<file path="config.mk">
export PLATFORM = sky130hd
export DESIGN_NAME = uart_tx
export DESIGN_NICKNAME = d
export VERILOG_FILES = /design/src/rtl/uart_tx.sv
export SDC_FILE = /design/constraint.sdc
export NUM_CORES = 1
export LEC_CHECK = 0
export BUFFER_PORTS_ARGS = -buffer_cell sky130_fd_sc_hd__buf_2
export CAP_MARGIN = 5
export CORE_UTILIZATION = 52
export CTS_BUF_LIST = sky130_fd_sc_hd__clkbuf_16
export CTS_CLUSTER_DIAMETER = 150
export DETAILED_ROUTE_END_ITERATION = 10
export PLACE_DENSITY = 0.8
export RECOVER_POWER = 100
export SLEW_MARGIN = 15
export SYNTH_ARGS = -nofsm -noshare
export SYNTH_HDL_FRONTEND = slang
export SYNTH_SLANG_ARGS = --single-unit
</file>
<file path="constraint.sdc">
create_clock -name clk -period 2 [get_ports clk]
set_input_delay 0.2 -clock clk [delete_from_list [all_inputs] [get_ports clk]]
set_output_delay 0.2 -clock clk [all_outputs]
set_load 0.005 [all_outputs]
</file>
<file path="src/rtl/uart_tx.sv">
// 8N1 UART transmitter, rising-edge triggered by tx_start, one frame per edge.
// Define UART_TX_PARITY_EN to insert an even-parity bit after the data bits (8E1).
module uart_tx #(
  parameter int unsigned CLK_FREQ     = 50_000_000,
  parameter int unsigned BAUD_RATE    = 9600,
  parameter int unsigned CLKS_PER_BIT = CLK_FREQ / BAUD_RATE
) (
  input  logic       clk,
  input  logic       reset,
  input  logic       tx_start,
  input  logic [7:0] tx_data,
  output logic       tx_pin,
  output logic       tx_busy,
  output logic       tx_done
);

  localparam int unsigned CntW = $clog2(CLKS_PER_BIT);
  localparam logic [CntW-1:0] CntLast = CntW'(CLKS_PER_BIT - 1);

  typedef enum logic [2:0] {
    StIdle,
    StStart,
    StData,
    StStop
`ifdef UART_TX_PARITY_EN
    , StParity
`endif
  } state_e;

  state_e          state_q, state_d;
  logic [CntW-1:0] cnt_q, cnt_d;
  logic [2:0]      idx_q, idx_d;
  logic [7:0]      data_q, data_d;
  logic            start_q;
  logic            tx_pin_q, tx_pin_d;
  logic            cnt_last;
  logic            start_cond;

  assign cnt_last   = (cnt_q == CntLast);
  assign start_cond = tx_start & ~start_q & (state_q == StIdle);

  // start_q resets high so a start level held through reset release is not an edge
  always_ff @(posedge clk or negedge reset) begin
    if (!reset) begin
      state_q  <= StIdle;
      cnt_q    <= '0;
      idx_q    <= '0;
      data_q   <= '0;
      start_q  <= 1'b1;
      tx_pin_q <= 1'b1;
    end else begin
      state_q  <= state_d;
      cnt_q    <= cnt_d;
      idx_q    <= idx_d;
      data_q   <= data_d;
      start_q  <= tx_start;
      tx_pin_q <= tx_pin_d;
    end
  end

  always_comb begin
    state_d = state_q;
    cnt_d   = cnt_q;
    idx_d   = idx_q;
    data_d  = data_q;
    if (state_q == StIdle) begin
      if (start_cond) begin
        data_d  = tx_data;
        cnt_d   = '0;
        idx_d   = '0;
        state_d = StStart;
      end
    end else begin
      cnt_d = cnt_last ? '0 : cnt_q + 1'b1;
      if (cnt_last) begin
        unique case (state_q)
          StStart: state_d = StData;
          StData: begin
            if (idx_q == 3'd7) begin
`ifdef UART_TX_PARITY_EN
              state_d = StParity;
`else
              state_d = StStop;
`endif
            end else begin
              idx_d = idx_q + 3'd1;
            end
          end
`ifdef UART_TX_PARITY_EN
          StParity: state_d = StStop;
`endif
          StStop:  state_d = StIdle;
          default: state_d = StIdle;
        endcase
      end
    end
  end

  // Line level is computed from the next state so tx_pin itself is a flop output
  always_comb begin
    tx_pin_d = 1'b1;
    unique case (state_d)
      StStart:  tx_pin_d = 1'b0;
      StData:   tx_pin_d = data_q[idx_d];
`ifdef UART_TX_PARITY_EN
      StParity: tx_pin_d = ^data_q;
`endif
      default:  tx_pin_d = 1'b1;
    endcase
  end

  always_comb begin
    tx_busy = (state_q != StIdle);
    tx_done = (state_q == StStop) & cnt_last;
  end

  assign tx_pin = tx_pin_q;

endmodule

</file>
# After elaboration in Yosys (flattened, before gate mapping)
# Index checks and enable logic that the tools add are counted.
# totals
input_bits	11
elab_cells	40
regBits	29
out_inout_bits	3
# op_classes
add_sub_neg	2
n_reduce_logical	3
n_eq_ne	8
order_cmp	1
n_bitwise	4
muxes	16
# ops
cell	n
$mux W13	3
$mux W3	9
$add A13 B1 Y13 const B	1
$eq A13 B13 Y1 const B	1
$eq A3 B2 Y1 const B	3
$eq A3 B1 Y1 const B	2
$pmux W3 S2	1
$lt A3 B4 Y1 const B	1
$add A3 B1 Y3 const B	1
$and A1 B1 Y1	3
$bmux W1 S3	1
$eq A3 B3 Y1 const B	1
$logic_not A3 Y1	1
$reduce_bool A3 Y1	1
$ne A2 B2 Y1 const B	1
$pmux W1 S2	1
$reduce_and A2 Y1	1
$mux W1	1
$not A1 Y1	1

# Depth between registers and ports, before layout
# Gate-level depths: netlist (run 1).
# depth
word_depth	8
depth_mapped	8
ltp_nobuf	7

# Worst setup path after synthesis (run 1)
# Ideal clock, no wire load.
# synth_timing
path_type	register to register
from	register cnt_q[8]
to	register tx_pin_q, in the netlist tx_pin
t_arrival_ns	2.040
t_required_ns	1.909
setup_time_ns	0.091
stages_incl_launch_ff	7
n_path_buf	0
period_less_slack_ns	2.130
path_slack_ns	-0.130
cell_sequence	dfrtp_1 > or4b_4 > nor3_2 > nand4_1 > a221o_1 > a2111oi_2 > a211oi_1
# synth_between
elab_chain_cells	6
# synth_lines
item	line_no	source
start: declaration	31	logic [CntW-1:0] cnt_q, cnt_d;
start signal: assignment	53	cnt_q <= cnt_d;
$eq A13 B13 Y1 *	39	assign cnt_last = (cnt_q == CntLast);
$mux W3	75	if (cnt_last) begin
$mux W3	66	if (state_q == StIdle) begin
$bmux W1 S3	104	StData: tx_pin_d = data_q[idx_d];
$mux W1 (implied by the code)	104	
$pmux W1 S2 *	102	unique case (state_d)
named net tx_pin_d	35	logic tx_pin_q, tx_pin_d;
end signal: assignment	57	tx_pin_q <= tx_pin_d;
end: declaration	35	
# Mark *: on every way through the listed nets, which the timed path passes. The rest lies on a longest branch. The select of a mux whose other input is x is not followed.
# A chain may end at the register's enable or synchronous reset.

# Worst setup path after layout (run 1)
# layout_timing
from	register cnt_q[9]
to	register tx_pin_q, in the netlist tx_pin
# layout_between
elab_chain_cells	6
# layout_lines
item	line_no	source
$eq A13 B13 Y1	39	
$mux W3	75	
$mux W3	66	
named net idx_d[1]	32	logic [2:0] idx_q, idx_d;
$bmux W1 S3	104	
$mux W1 (implied by the code)	104	
$pmux W1 S2	102	
named net tx_pin_d	35	
# The timed path passes the listed nets, and every way through them passes these cells. The select of a mux whose other input is x is not followed.

==> impl_metrics.toml, run 1 <==
[critical_path]
crit_path_end_kind = "flip-flop"
path_max_fanout = 6
crit_arrival_ns = 2.35
worstSetupStartpointType = "flip-flop"
r2r_slack_ns = -0.16
worstSetupPathType = "reg -> reg"
r2r_cells = 7
critPathRequiredTime_ns = 2.18

[drt]
via_count = 1387
routed_via_density = 6.28
postRouteAntennaNets = 0
drt-initial-drc-count = 54
firstDrtPassIters = 4
wl_um = 4000
drc = 0
wl_per_cell_um = 18.1

[global_route]
grt_pass1_wl_um = 6400
grt_max_degree = 30
grt-ovfl-total = 0
grtUsageTotal = 0.268
antenna_found_initial = 0
grt_pass1_vias = 1423

[synth]
ys_seq_area_frac = 0.473
syn_nets = 159
synth-xor-area-share = 0.0114
synthAdderAreaFrac = 0.0162
synth_top_family_by_area = "simple AND/OR/NAND/NOR gates"
yosys.area_share.simple = 0.251
synth_edf_count = 0
avgSynthCellArea_um2 = 10.5
yosys_warnings = 0
synth_area_um2 = 1540
syn_inst = 146
ys_seq_elements = 29
synth.distinct_cells = 43
postSynth.asyncResetShare = 1.00
synthMuxAreaShare = 0.0853
synth_compound_area_frac = 0.149
synth_ff_type = "dfrtp_1"

[flow_run]
maxCapViolCount = 0

[timing]
setup_violations = 1
finalCritPeriodShare = 1.08
slew_violations = 0
finalSetupTns_ns = -0.165
slew-limit-headroom = 0.526
tightest_slew_ns = 0.711
fin_crit_ns = 2.16
rsz0062_at_grt = "true"
hold_viol = 0
max_freq_mhz = 462
finalClockSkew_ns = 0.00748
setup_slack_ns = -0.165

[placed_design]
place_ws_ns = -0.118
numPortBuffers = 13
hpwl_um = 2590
placedCellCount = 209
place.gp.congestion = 0.905

[min_path]
hp-class = "in -> reg"
hold_depth = 1

[clock_network]
clk_path_buf_depth = 2
clockRootBuffer = "clkbuf_16"
htreeDepth = 2
clock-sinks = 29
cts_tree = "yes"
clk_pin_slew_ns = 0.05
clk_latency_ns = 0.27
cts_buffers = 5

[pwr]
power.density_nw_per_um2 = 706
ir_drop_mv = 1.32
total_power_mw = 1.43
p_leak_nw = 0.929

[die]
num_io_pins = 14
initial_core_util = 0.554
die-area_um2 = 3180
die_h_um = 56.4
coreArea_um2 = 2780
rows = 19
dieWidth_um = 56.4

[run_status]
status = "finished, violations left"
violations = "setup timing"

[layout]
antenna_cells = 0
instances_no_fill = 221
nNetsFinal = 202
area_delta_synth_final_pct = 31.2
layout-drive-gt1-share = 0.384
fillCellCount = 183
## report_power, final
group	internal, mW	switching, mW	total (mW)	leakage, nW
Clock	0.576	0.236	0.812	0.0826
Combinational	0.00867	0.0148	0.0235	0.490
Sequential	0.590	0.000369	0.591	0.357
Total	1.17	0.251	1.43	0.929
## through the flow
stage,cell area (um^2),utilization,hold WS [ns]
after floorplan,1540,-,-0.0956
after global placement,1790,0.644,0.244
after detailed placement,1790,0.644,0.253
after CTS,1980,0.713,0.0366
after global routing,2020,0.726,0.0318
final,2020,0.726,0.0388
## synth_stat cells, types with 3 or more instances
| cell | instances | share of area |
|---|---|---|
| dfrtp_1 | 27 | 0.44 |
| nand2_1 | 18 | 0.044 |
| o21ai_0 | 16 | 0.052 |
| mux2_2 | 9 | 0.066 |
| nand3_1 | 7 | 0.023 |
| nor2_1 | 6 | 0.015 |
| a21oi_1 | 5 | 0.016 |
| and3_1 | 5 | 0.020 |
| o31ai_1 | 4 | 0.019 |
| mux2i_1 | 3 | 0.019 |
| nand4_1 | 3 | 0.012 |
## final timing paths
check                                 startpoint               endpoint
max                         cnt_q[9]$_DFFE_PN0P_       tx_pin$_DFF_PN1_
min                                     tx_start      start_q$_DFF_PN1_
max reg2reg                 cnt_q[9]$_DFFE_PN0P_       tx_pin$_DFF_PN1_
min reg2reg                data_q[5]$_DFFE_PN0P_  data_q[5]$_DFFE_PN0P_
max in group asynchronous                  reset  data_q[5]$_DFFE_PN0P_
min in group asynchronous                  reset   cnt_q[5]$_DFFE_PN0P_
## logic make-up (layout without fill, tap and decap cells)
group	count (synthesis)	in the layout
muxes	12	12
adders and majority gates	2	2
AOI/OAI and AO/OA	35	35
DFF	29	29
buffers and inverters	4	48
and+or+nand+nor	62	62
xor gates and xnor gates	2	2
## placed cells by master (no fill, tap or decap), types with 2 or more instances in the layout
cell / instances
dfstp_2: 2
and3_1: 5
nand2b_1: 2
a21oi_1: 5
o31ai_1: 4
mux2_2: 9
nand2_1: 17
a21bo_2: 2
o21ai_0: 16
buf_4: 24
inv_1: 2
nand4_1: 3
a211oi_1: 2
nand3_1: 7
and3_2: 2
buf_2: 12
and2_1: 2
nor3b_1: 2
mux2i_1: 3
nor2_1: 6
o211ai_1: 2
dfrtp_1: 27
clkbuf_16: 5
## area by class of cell
type,instances,area [um^2],share of cell area
Inverter,1,3.75,0.00186
Clock buffer,5,125,0.0619
Tap cell,31,38.8,0.0192
Clock inverter,3,37.5,0.0186
Multi-Input combinational cell,113,821,0.406
Sequential cell,29,728,0.360
Timing Repair Buffer,39,267,0.132
## metal layers
metal  part of all wire  wire [um]  global-route usage  vias to the layer above
met5                  0          0                   0                        -
met4              0.032        130               0.146                        0
met3              0.051        205              0.0668                       14
met2               0.52       2060               0.447                       64
met1               0.40       1600               0.316                      671
li1                   -          -                   -                      638
## critical path, cell delays in order, from the launching register on
cell and delay, ns:
dfrtp_1 0.38, buf_4 0.16, nor4b_4 0.29, nand3_2 0.20, o211ai_1 0.35, nand2_1 0.16
mux2_2 0.31, a211oi_1 0.22
## registers in the layout (all words and copies together) (netlist names)
| name | count |
|---|---|
| cnt_q | 13 |
| idx_q | 3 |
| start_q | 1 |
| data_q | 8 |
| state_q | 3 |
| tx_pin | 1 |
## timing repair
action | 4_1_cts | 5_1_grt
hold buffers | 1 | 0
setup endpoints to repair | 1 | 9
gates resized for setup | 2 | 5
pin swaps | 2 | 4
setup buffers | 1 | 2
hold endpoints to repair | 27 | 0
Note: power is estimated with default switching activity, not from simulation.
==> inputs of run 2 (changes only) <==
--- a/config.mk
+++ b/config.mk
@@ -7,7 +7,9 @@
 export LEC_CHECK = 0
 export BUFFER_PORTS_ARGS = -buffer_cell sky130_fd_sc_hd__buf_2
 export CAP_MARGIN = 5
-export CORE_UTILIZATION = 52
+export CELL_PAD_IN_SITES_DETAIL_PLACEMENT = 0
+export CELL_PAD_IN_SITES_GLOBAL_PLACEMENT = 1
+export CORE_UTILIZATION = 41
 export CTS_BUF_LIST = sky130_fd_sc_hd__clkbuf_16
 export CTS_CLUSTER_DIAMETER = 150
 export DETAILED_ROUTE_END_ITERATION = 10
==> run 2 against run 1 <==
Compared with the run above:
- the run still ends with setup timing left
- sequential cell count did not move
- sequential power hardly changed
- count of clock-buffer cells in the layout stayed put
- global-route usage shrank 7.7 points
- hold slack better by 0.00058 ns
- final cell count grew 6.8%
- total power grew 10%
- largest cell class unchanged
- largest power group unchanged
==> impl_metrics.toml, run 2 (synthesis results as in run 1) <==
[critical_path]
regToRegEndpoint = "tx_pin$_DFF_PN1_"
worstSetupPathType = "reg -> reg"
worstSetupStartpointType = "flip-flop"
r2r_cells = 8
crit_arrival_ns = 2.33
path_max_fanout = 6
r2r_slack_ns = -0.15
crit_path_end_kind = "flip-flop"
critPathRequiredTime_ns = 2.19
rr_startpoint = "cnt_q[0]$_DFFE_PN0P_"

[drt]
top_layer_used = "met4"
wl_um = 3550
firstDrtPassIters = 4
drt-initial-drc-count = 58
routed_via_density = 5.52
postRouteAntennaNets = 0
dr_wl_met3_um = 86
via_count = 1303
wl_met2_um = 1610
drt-met1-wl_um = 1830
wl_per_cell_um = 15.0
drc = 0

[min_path]
hp-start = "tx_start"
hold_depth = 1
hp-class = "in -> reg"
hold_end = "start_q$_DFF_PN1_"

[pwr]
total_power_mw = 1.57
clkPwrFrac = 0.609
seq_power_share = 0.376
p_leak_nw = 0.928
ir_drop_mv = 0.684
power.density_nw_per_um2 = 760
p_sw_uw = 262
swShare = 0.167
combPwrFrac = 0.015
power.internal_mw = 1.31

[global_route]
grt_pass1_vias = 1195
grtUsageTotal = 0.191
grt-ovfl-total = 0
grt_pass1_wl_um = 5710
grt_max_degree = 30
antenna_found_initial = 0

[timing]
slew_violations = 0
setup_violations = 5
slew-limit-headroom = 0.511
finalClockSkew_ns = 0.00427
rsz0062_at_grt = "true"
finalSetupTns_ns = -0.308
hold_viol = 0
finalCritPeriodShare = 1.07
max_freq_mhz = 466
tightest_slew_ns = 0.733
setup_slack_ns = -0.147
fin_crit_ns = 2.15

[clock_network]
clock-sinks = 29
cts_tree = "yes"
cts_buffers = 5
htreeDepth = 2
clockRootBuffer = "clkbuf_16"
clk_latency_ns = 0.27
clk_pin_slew_ns = 0.05
clk_path_buf_depth = 2

[layout]
layout-drive-gt1-share = 0.379
nNetsFinal = 202
antenna_cells = 0
multi_input_area_um2 = 838
fillCellCount = 307
most-common-layout-cells = "dfrtp_1 (27), nand2_1 (18), buf_4 (18)"
final_cell_area_um2 = 2060
largest-register = "cnt_q"
largest_reg_flops = 13
seq_area_um2 = 728
reg.largest.list = "cnt_q: 13 flops, data_q: 8 flops"
layout_commonest_cell = "dfrtp_1"
area_delta_synth_final_pct = 34.0

[die]
die_h_um = 63.3
dieWidth_um = 63.3
initial_core_util = 0.444
rows = 21
die-area_um2 = 4010
coreArea_um2 = 3470
num_io_pins = 14

[placed_design]
placed_area_um2 = 1810
hpwl_um = 2430
place.gp.congestion = 0.759
numPortBuffers = 13

[run_status]
violations = "setup timing"
status = "finished, violations left"

[flow_run]
maxCapViolCount = 0
-- run 2: per-stage QoR --
stage | cells | hold slack (ns) | setup slack [ns] | util
final | 236 | 0.0394 | -0.147 | 0.595
after global routing | 236 | 0.0270 | -0.217 | 0.595
after CTS | 233 | 0.0313 | -0.119 | 0.584
after detailed placement | 224 | 0.274 | -0.127 | 0.522
after global placement | 224 | 0.264 | -0.0628 | 0.522
after floorplan | 146 | -0.0956 | -0.0361 | -
-- run 2: critical path: stages (launching register included) --
cell,delay (ns)
dfrtp_1,0.38
ha_2,0.23
and4b_1,0.22
nand3_2,0.15
o211ai_1,0.17
buf_4,0.17
a221o_1,0.37
a2111oi_4,0.30
a211oi_2,0.06
-- run 2: per-layer routing --
metal,GRT usage,vias up
li1,-,635
met1,0.264,648
met2,0.272,18
met3,0.0707,2
met4,0.0682,0
met5,0,-
-- run 2: worst max-delay path by stage --
stage,to,slack (ns),startpoint,cells after the start
after floorplan,tx_pin$_DFF_PN1_,-0.04,cnt_q[11]$_DFFE_PN0P_,6
after global placement,tx_pin$_DFF_PN1_,-0.06,cnt_q[11]$_DFFE_PN0P_,6
after detailed placement,tx_pin$_DFF_PN1_,-0.13,cnt_q[9]$_DFFE_PN0P_,7
after CTS,tx_pin$_DFF_PN1_,-0.12,cnt_q[11]$_DFFE_PN0P_,6
after global routing,tx_pin$_DFF_PN1_,-0.22,cnt_q[11]$_DFFE_PN0P_,6
final,tx_pin$_DFF_PN1_,-0.15,cnt_q[0]$_DFFE_PN0P_,8
-- run 2: repair_timing --
| action | 4_1_cts | 5_1_grt |
|---|---|---|
| gates cloned | 0 | 0 |
| hold buffers | 1 | 0 |
| endpoints found under the setup margin | 2 | 6 |
| setup buffers | 0 | 4 |
| pin swaps | 3 | 4 |
| endpoints found under the hold margin | 27 | 0 |
| resized for setup | 3 | 7 |
-- run 2: final cells by class --
type | count | share of cell area
Inverter | 1 | 0.00182
Clock inverter | 3 | 0.0315
Sequential cell | 29 | 0.353
Timing Repair Buffer | 39 | 0.119
Multi-Input combinational cell | 113 | 0.406
Clock buffer | 5 | 0.0606
Tap cell | 46 | 0.0279
-- run 2: power groups by stage --
| stage | combinational [mW] | sequential, mW | clock, mW |
|---|---|---|---|
| detailed placement | 0.0232 | 0.599 | 0 |
| floorplan | 0.00133 | 0.600 | 0 |
| global route | 0.0276 | 0.589 | 1.01 |
| global placement | 0.0225 | 0.599 | 0 |
| finish | 0.0234 | 0.590 | 0.957 |
| CTS | 0.0247 | 0.590 | 0.979 |
